$ cat config.mk
export PLATFORM = sky130hd
export DESIGN_NAME = argmax_tree_pipe
export DESIGN_NICKNAME = d
export VERILOG_FILES = /design/src/rtl/argmax_tree_pipe.sv
export SDC_FILE = /design/constraint.sdc
export NUM_CORES = 1
export LEC_CHECK = 0
export ABC_CLOCK_PERIOD_IN_PS = 4500
export CAP_MARGIN = 20
export CORE_MARGIN = 3
export CORE_UTILIZATION = 45
export DETAILED_ROUTE_END_ITERATION = 16
export PLACE_DENSITY = 0.69
export SYNTH_ARGS = -nofsm -noshare
export SYNTH_HDL_FRONTEND = slang
export SYNTH_SLANG_ARGS = --single-unit
$ cat constraint.sdc
create_clock -name i_clk -period 4.5 [get_ports i_clk]
set_clock_uncertainty 0.2 [all_clocks]
set_input_delay 0.675 -clock i_clk [delete_from_list [all_inputs] [get_ports i_clk]]
set_output_delay 0.675 -clock i_clk [all_outputs]
set_load 0.01 [all_outputs]
$ cat src/rtl/argmax_tree_pipe.sv
// Pipelined argmax over P_N unsigned channels using a registered binary comparison tree.
// Optional threshold gate on the winner is enabled by defining ARGMAX_THRESH_EN.
module argmax_tree_pipe #(
  parameter int  P_WIDTH = 19,
  parameter int  P_N     = 8,
  localparam int P_IW    = $clog2(P_N)
) (
  input  logic                   i_clk,
  input  logic                   i_rst_n,
  input  logic                   i_valid,
  input  logic [P_N*P_WIDTH-1:0] i_data,
`ifdef ARGMAX_THRESH_EN
  input  logic [P_WIDTH-1:0]     i_thresh,
`endif
  output logic                   o_valid,
  output logic [P_WIDTH-1:0]     o_result,
  output logic [P_N-1:0]         o_index,
  output logic [P_IW-1:0]        o_index_bin,
  output logic                   o_none
);

  localparam int LVLS = P_IW;
  localparam int NP   = 1 << P_IW;
  localparam int NN   = NP - 1;
  localparam int PADW = NP * P_WIDTH;

  typedef struct packed {
    logic [P_WIDTH-1:0] val;
    logic [P_IW-1:0]    idx;
    logic               nz;
  } cand_t;

  logic [PADW-1:0] data_pad;
  // Leaves occupy 0..NP-1, registered nodes follow; node j compares tree[2j] and tree[2j+1].
  cand_t           tree   [2*NP-2];
  cand_t           node_d [NN];
  cand_t           node_q [NN];
  logic [NN-1:0]   node_en;
  logic [LVLS-1:0] stage_en;
  logic [LVLS-1:0] vld_q;
  cand_t           fin;
  logic            none;
  logic [P_N-1:0]  one_hot;

  // Padding channels read as zero and carry the highest indices, so they lose every tie.
  assign data_pad = PADW'(i_data);

  always_comb begin : build_tree
    for (int c = 0; c < NP; c++) begin
      tree[c].val = data_pad[c*P_WIDTH +: P_WIDTH];
      tree[c].idx = P_IW'(c);
      tree[c].nz  = |data_pad[c*P_WIDTH +: P_WIDTH];
    end
    for (int c = 0; c < NN - 1; c++) begin
      tree[NP + c] = node_q[c];
    end
  end

  always_comb begin : compare
    for (int j = 0; j < NN; j++) begin
      node_d[j]    = (tree[2*j].val >= tree[2*j+1].val) ? tree[2*j] : tree[2*j+1];
      node_d[j].nz = tree[2*j].nz | tree[2*j+1].nz;
    end
  end

  always_comb begin : enables
    // NOTE: every always_comb output gets a default first so no latch is inferred.
    stage_en    = '0;
    stage_en[0] = i_valid;
    for (int l = 1; l < LVLS; l++) begin
      stage_en[l] = vld_q[l-1];
    end
    node_en = '0;
    for (int j = 0; j < NN; j++) begin
      for (int l = 0; l < LVLS; l++) begin
        if (j >= NP - (NP >> l) && j < NP - (NP >> (l + 1))) begin
          node_en[j] = stage_en[l];
        end
      end
    end
  end

  always_ff @(posedge i_clk) begin
    if (!i_rst_n) begin
      vld_q <= '0;
      // NOTE: data registers are reset as well so the idle outputs read zero / no-winner.
      for (int j = 0; j < NN; j++) begin
        node_q[j] <= '0;
      end
    end else begin
      // NOTE: sequential state is only ever updated with non-blocking assignments.
      vld_q <= stage_en;
      for (int j = 0; j < NN; j++) begin
        if (node_en[j]) begin
          node_q[j] <= node_d[j];
        end
      end
    end
  end

  assign fin = node_q[NN-1];

`ifdef ARGMAX_THRESH_EN
  logic [P_WIDTH-1:0] thresh_q [LVLS];

  // Threshold travels with its beat so a mid-stream change only affects later beats.
  always_ff @(posedge i_clk) begin
    if (!i_rst_n) begin
      for (int l = 0; l < LVLS; l++) begin
        thresh_q[l] <= '0;
      end
    end else begin
      if (stage_en[0]) begin
        thresh_q[0] <= i_thresh;
      end
      for (int l = 1; l < LVLS; l++) begin
        if (stage_en[l]) begin
          thresh_q[l] <= thresh_q[l-1];
        end
      end
    end
  end

  assign none = !fin.nz || (fin.val < thresh_q[LVLS-1]);
`else
  assign none = !fin.nz;
`endif

  assign one_hot     = P_N'(1) << fin.idx;
  assign o_valid     = vld_q[LVLS-1];
  assign o_result    = fin.val;
  assign o_index_bin = none ? '0 : fin.idx;
  assign o_index     = none ? '0 : one_hot;
  assign o_none      = none;

endmodule

Word level (Yosys, flattened, before mapping)
Memories as Yosys holds them, arrays and structs flattened.
Index checks and enable logic that the tools add are counted.
{"block": "totals", "regBits": 3, "latch_bits": 0, "ramBits": 161, "mem_bits_ro": 0, "input_bits": 155, "output_inout_bits": 32, "elab_cells": 59, "n_memories": 1}
{"name": "node_q", "words": 7, "word_bits": 23, "read_ports": 7, "rd_ports_with_merged_regs": 0, "write_ports": 7, "line": "37", "source": "cand_t node_q [NN];"}
{"block": "classes", "add_sub_neg": 0, "multipliers": 0, "n_div": 0, "order_cmp": 7, "n_eq_ne": 0, "n_shift": 1, "mux": 26, "bitwise_logic": 14, "n_reduce_logical": 9}
{"cell": "23-bit two-way mux", "n": 14}
{"cell": "19-bit OR reduction", "n": 8}
{"cell": "19-bit >= comparator", "n": 7}
{"cell": "1-bit bitwise OR", "n": 14}
{"cell": "1-bit two-way mux", "n": 10}
{"cell": "8-bit two-way mux", "n": 1}
{"cell": "1-bit by 3-bit left shift with 8-bit output, first input constant", "n": 1}
{"cell": "3-bit two-way mux", "n": 1}
{"cell": "1-bit logical NOT", "n": 1}

Depth between registers and ports, before layout
{"block": "depth", "word_depth": 4, "mapped_depth": 10}

Least setup slack after synthesis
OpenSTA, ideal clock, no wires.
{"block": "synth_timing", "path_type": "input-to-reg", "startpoint": "input port i_rst_n", "endpoint": "memory node_q[0][0] (netlist bit), enable pin", "setup_time_ns": 0.457, "arrival_time_ns": 2.945, "required_time_ns": 3.843, "setup_slack_ns": 0.898, "cell_stages": 3, "cell_sequence": "clkbuf_1 -> clkbuf_1 -> nand2b_1"}
{"item": "start, declared", "line": "9", "source": "input logic i_rst_n,"}
{"item": "end, declared", "line": "37"}

==> qor.yml <==
floorplan:
  rows: 57
  start_util: 0.4597
  ios: 187
  coreArea_mm2: 0.02446
  dieArea_mm2: 0.02692
  die_width_um: 164.1
  fp.dieH_um: 164.1
critical_path:
  crit_fanout: 16
  startpoint_type: "flip-flop"
  arrival_ns: 3.28
  cp_slowest_cell: "a41oi_4"
  crit_type: "reg -> reg"
  path_delay_family: "compound AO/OA/AOI/OAI gates"
  cp_num_buf_inv: 1
  cp_data_required_time_ns: 4.55
  end_kind: "flip-flop"
  regToRegStartpoint: "node_q[5][4]$_SDFFCE_PN0P_"
  critPathLaunch: "node_q[5][4]$_SDFFCE_PN0P_"
  cp_slowest_stage_delay_ns: 0.69
  path_cells: "ha_1, nand2b_4, a211o_1, a211oi_2, o211ai_2, a41oi_4, buf_4, mux2i_1"
sta:
  timing.hold.ws_ns: 0.2636
  setup_viol: 0
  fmax_mhz: 309.5
  hold_viol_final: 0
  fin_crit_ns: 3.231
  slew_headroom: 0.3261
  fin_crit_sh: 0.7180
  finalSetupTns_ns: 0
  rsz0062_at_grt: "no"
  maxSlewViolCount: 0
  worst_slack_ns: 1.269
  worstMarginPinSlew_ns: 1.011
global_route:
  grt_max_degree: 85
  antenna_found_initial: 1
  overflow: 0
  first_global_vias: 9186
  grt_pass1_wl_mm: 46.73
  track_usage: 0.2175
pwr:
  finalPower_mw: 4.181
  power.density_mw_per_mm2: 302.1
  p_leak_nw: 5.666
  vdd_drop_max_mv: 0.2505
clock_tree:
  holdBufCountCts: 0
  cts_buffer_depth: 2
  htree_levels: 4
  cts_setup_buffers: 0
  cts_tree: "yes"
  root_buffer: "clkbuf_16"
  ctsResizeCount: 0
  cts.sinks: 156
  cts_made_buffers: 17
  clk_pin_slew_ns: 0.07
  clkLatencyLatePin_ns: 0.43
synth:
  async_flop_share: 0
  ys_seq_area_frac: 0.4130
  yosys_warnings: 0
  synth_seq_cells: 156
  yosys.area.top_type: "edfxtp_1"
  avgSynthCellArea_um2: 9.256
  syn_area_mm2: 0.01125
  syn_nets: 1503
  synth_top_area_frac: 0.4059
  synth_ff_type: "edfxtp_1"
  synth_edf_count: 152
  ys_top_cells_by_area: "edfxtp_1 41%, ha_1 15%, o21ai_0 6.3%"
  synth_cell_types: 46
  netlist_instances: 1215
layout:
  diodes: 0
  drive_gt1_frac: 0.04545
  syn_to_final_growth_pct: 23.05
  final_cell_mix: "186 x clkdlybuf4s50_1, 152 x edfxtp_1, 139 x o21ai_0"
  fin_util: 0.5657
  final_common_cell: "clkdlybuf4s50_1"
  final_nets: 1639
outcome:
  status: "finished, final reports clean"
detailed_routing:
  drt_iter0_drc: 783
  drc_errors: 0
  antenna_left: 0
  wl_mm: 29.16
  vias: 9626
  wl_per_cell_um: 17.27
  vias_per_cell: 5.703
  first_pass_iters: 7
placement:
  hpwlAfterDp_mm: 22.43
  place_ws_ns: 0.9423
  portBuffers: 186
  place.gp.congestion: 0.8737
worst_hold_path:
  hold_class: "reg -> reg"
  hold_path_startpoint: "vld_q[1]$_SDFF_PN0_"
job:
  drv_cap: 0
cell type report:
class,count,area (um^2)
clock inverters,15,145.1
clock buffers,17,425.4
inverters,138,518.0
fillers,2148,10620
repair buffers,200,2012
multi-input cells,838,5688
flip-flops and latches,156,4644
well taps,324,405.4
per-layer routing:
| layer | GRT usage | part of all wire | routed length (um) |
|---|---|---|---|
| met1 | 0.3197 | 0.47 | 13770 |
| met3 | 0.02900 | 0.059 | 1729 |
| met5 | 0 | 0.00045 | 13 |
| met4 | 0.05613 | 0.013 | 371 |
| met2 | 0.3390 | 0.46 | 13270 |
flip-flops by register name, summed over array words and instances, names as in the netlist:
signal,count
node_q,153
vld_q,3
synthesized netlist by cell type (all sizes together) (9+ instances only):
cell    instances
buf            31
edfxtp        152
inv           138
nor2           16
nor4           36
nand3         123
a21oi         123
a21o           14
ha            133
nor3           14
clkbuf         52
o21a            9
o21ai         146
a21boi         40
mux2i          21
nand4          13
nand2          83
and4           11
where the power goes:
group | internal, mW | switching (mW) | leakage [nW]
Clock | 0.739 | 0.644 | 0.285
Combinational | 0.442 | 0.542 | 3.71
Sequential | 1.73 | 0.0817 | 1.68
through the flow:
stage	cell area [um^2]	std cells
6_report	13840	1688
5_1_grt	13840	1688
4_1_cts	13790	1686
3_5_place_dp	13220	1654
3_3_place_gp	13210	1653
2_1_floorplan	11250	1215
final timing paths:
kind,endpoint,depth (start not counted),slack [ns]
worst max-delay path,node_q[6][21]$_SDFFCE_PN0P_,8,1.27
worst min register to register,vld_q[2]$_SDFF_PN0_,1,0.26
worst min-delay path,vld_q[2]$_SDFF_PN0_,1,0.26
worst max register to register,node_q[6][21]$_SDFFCE_PN0P_,8,1.27
cells by family after synthesis:
| logic type | count (synthesis) | share of synthesized area |
|---|---|---|
| flops | 156 | 0.4130 |
| fa+ha+maj | 133 | 0.1480 |
| buf+inv | 221 | 0.08233 |
| mux | 21 | 0.01869 |
| simple gates | 324 | 0.1465 |
| compound gates | 360 | 0.1915 |
Power figures use the tool's default switching activity.
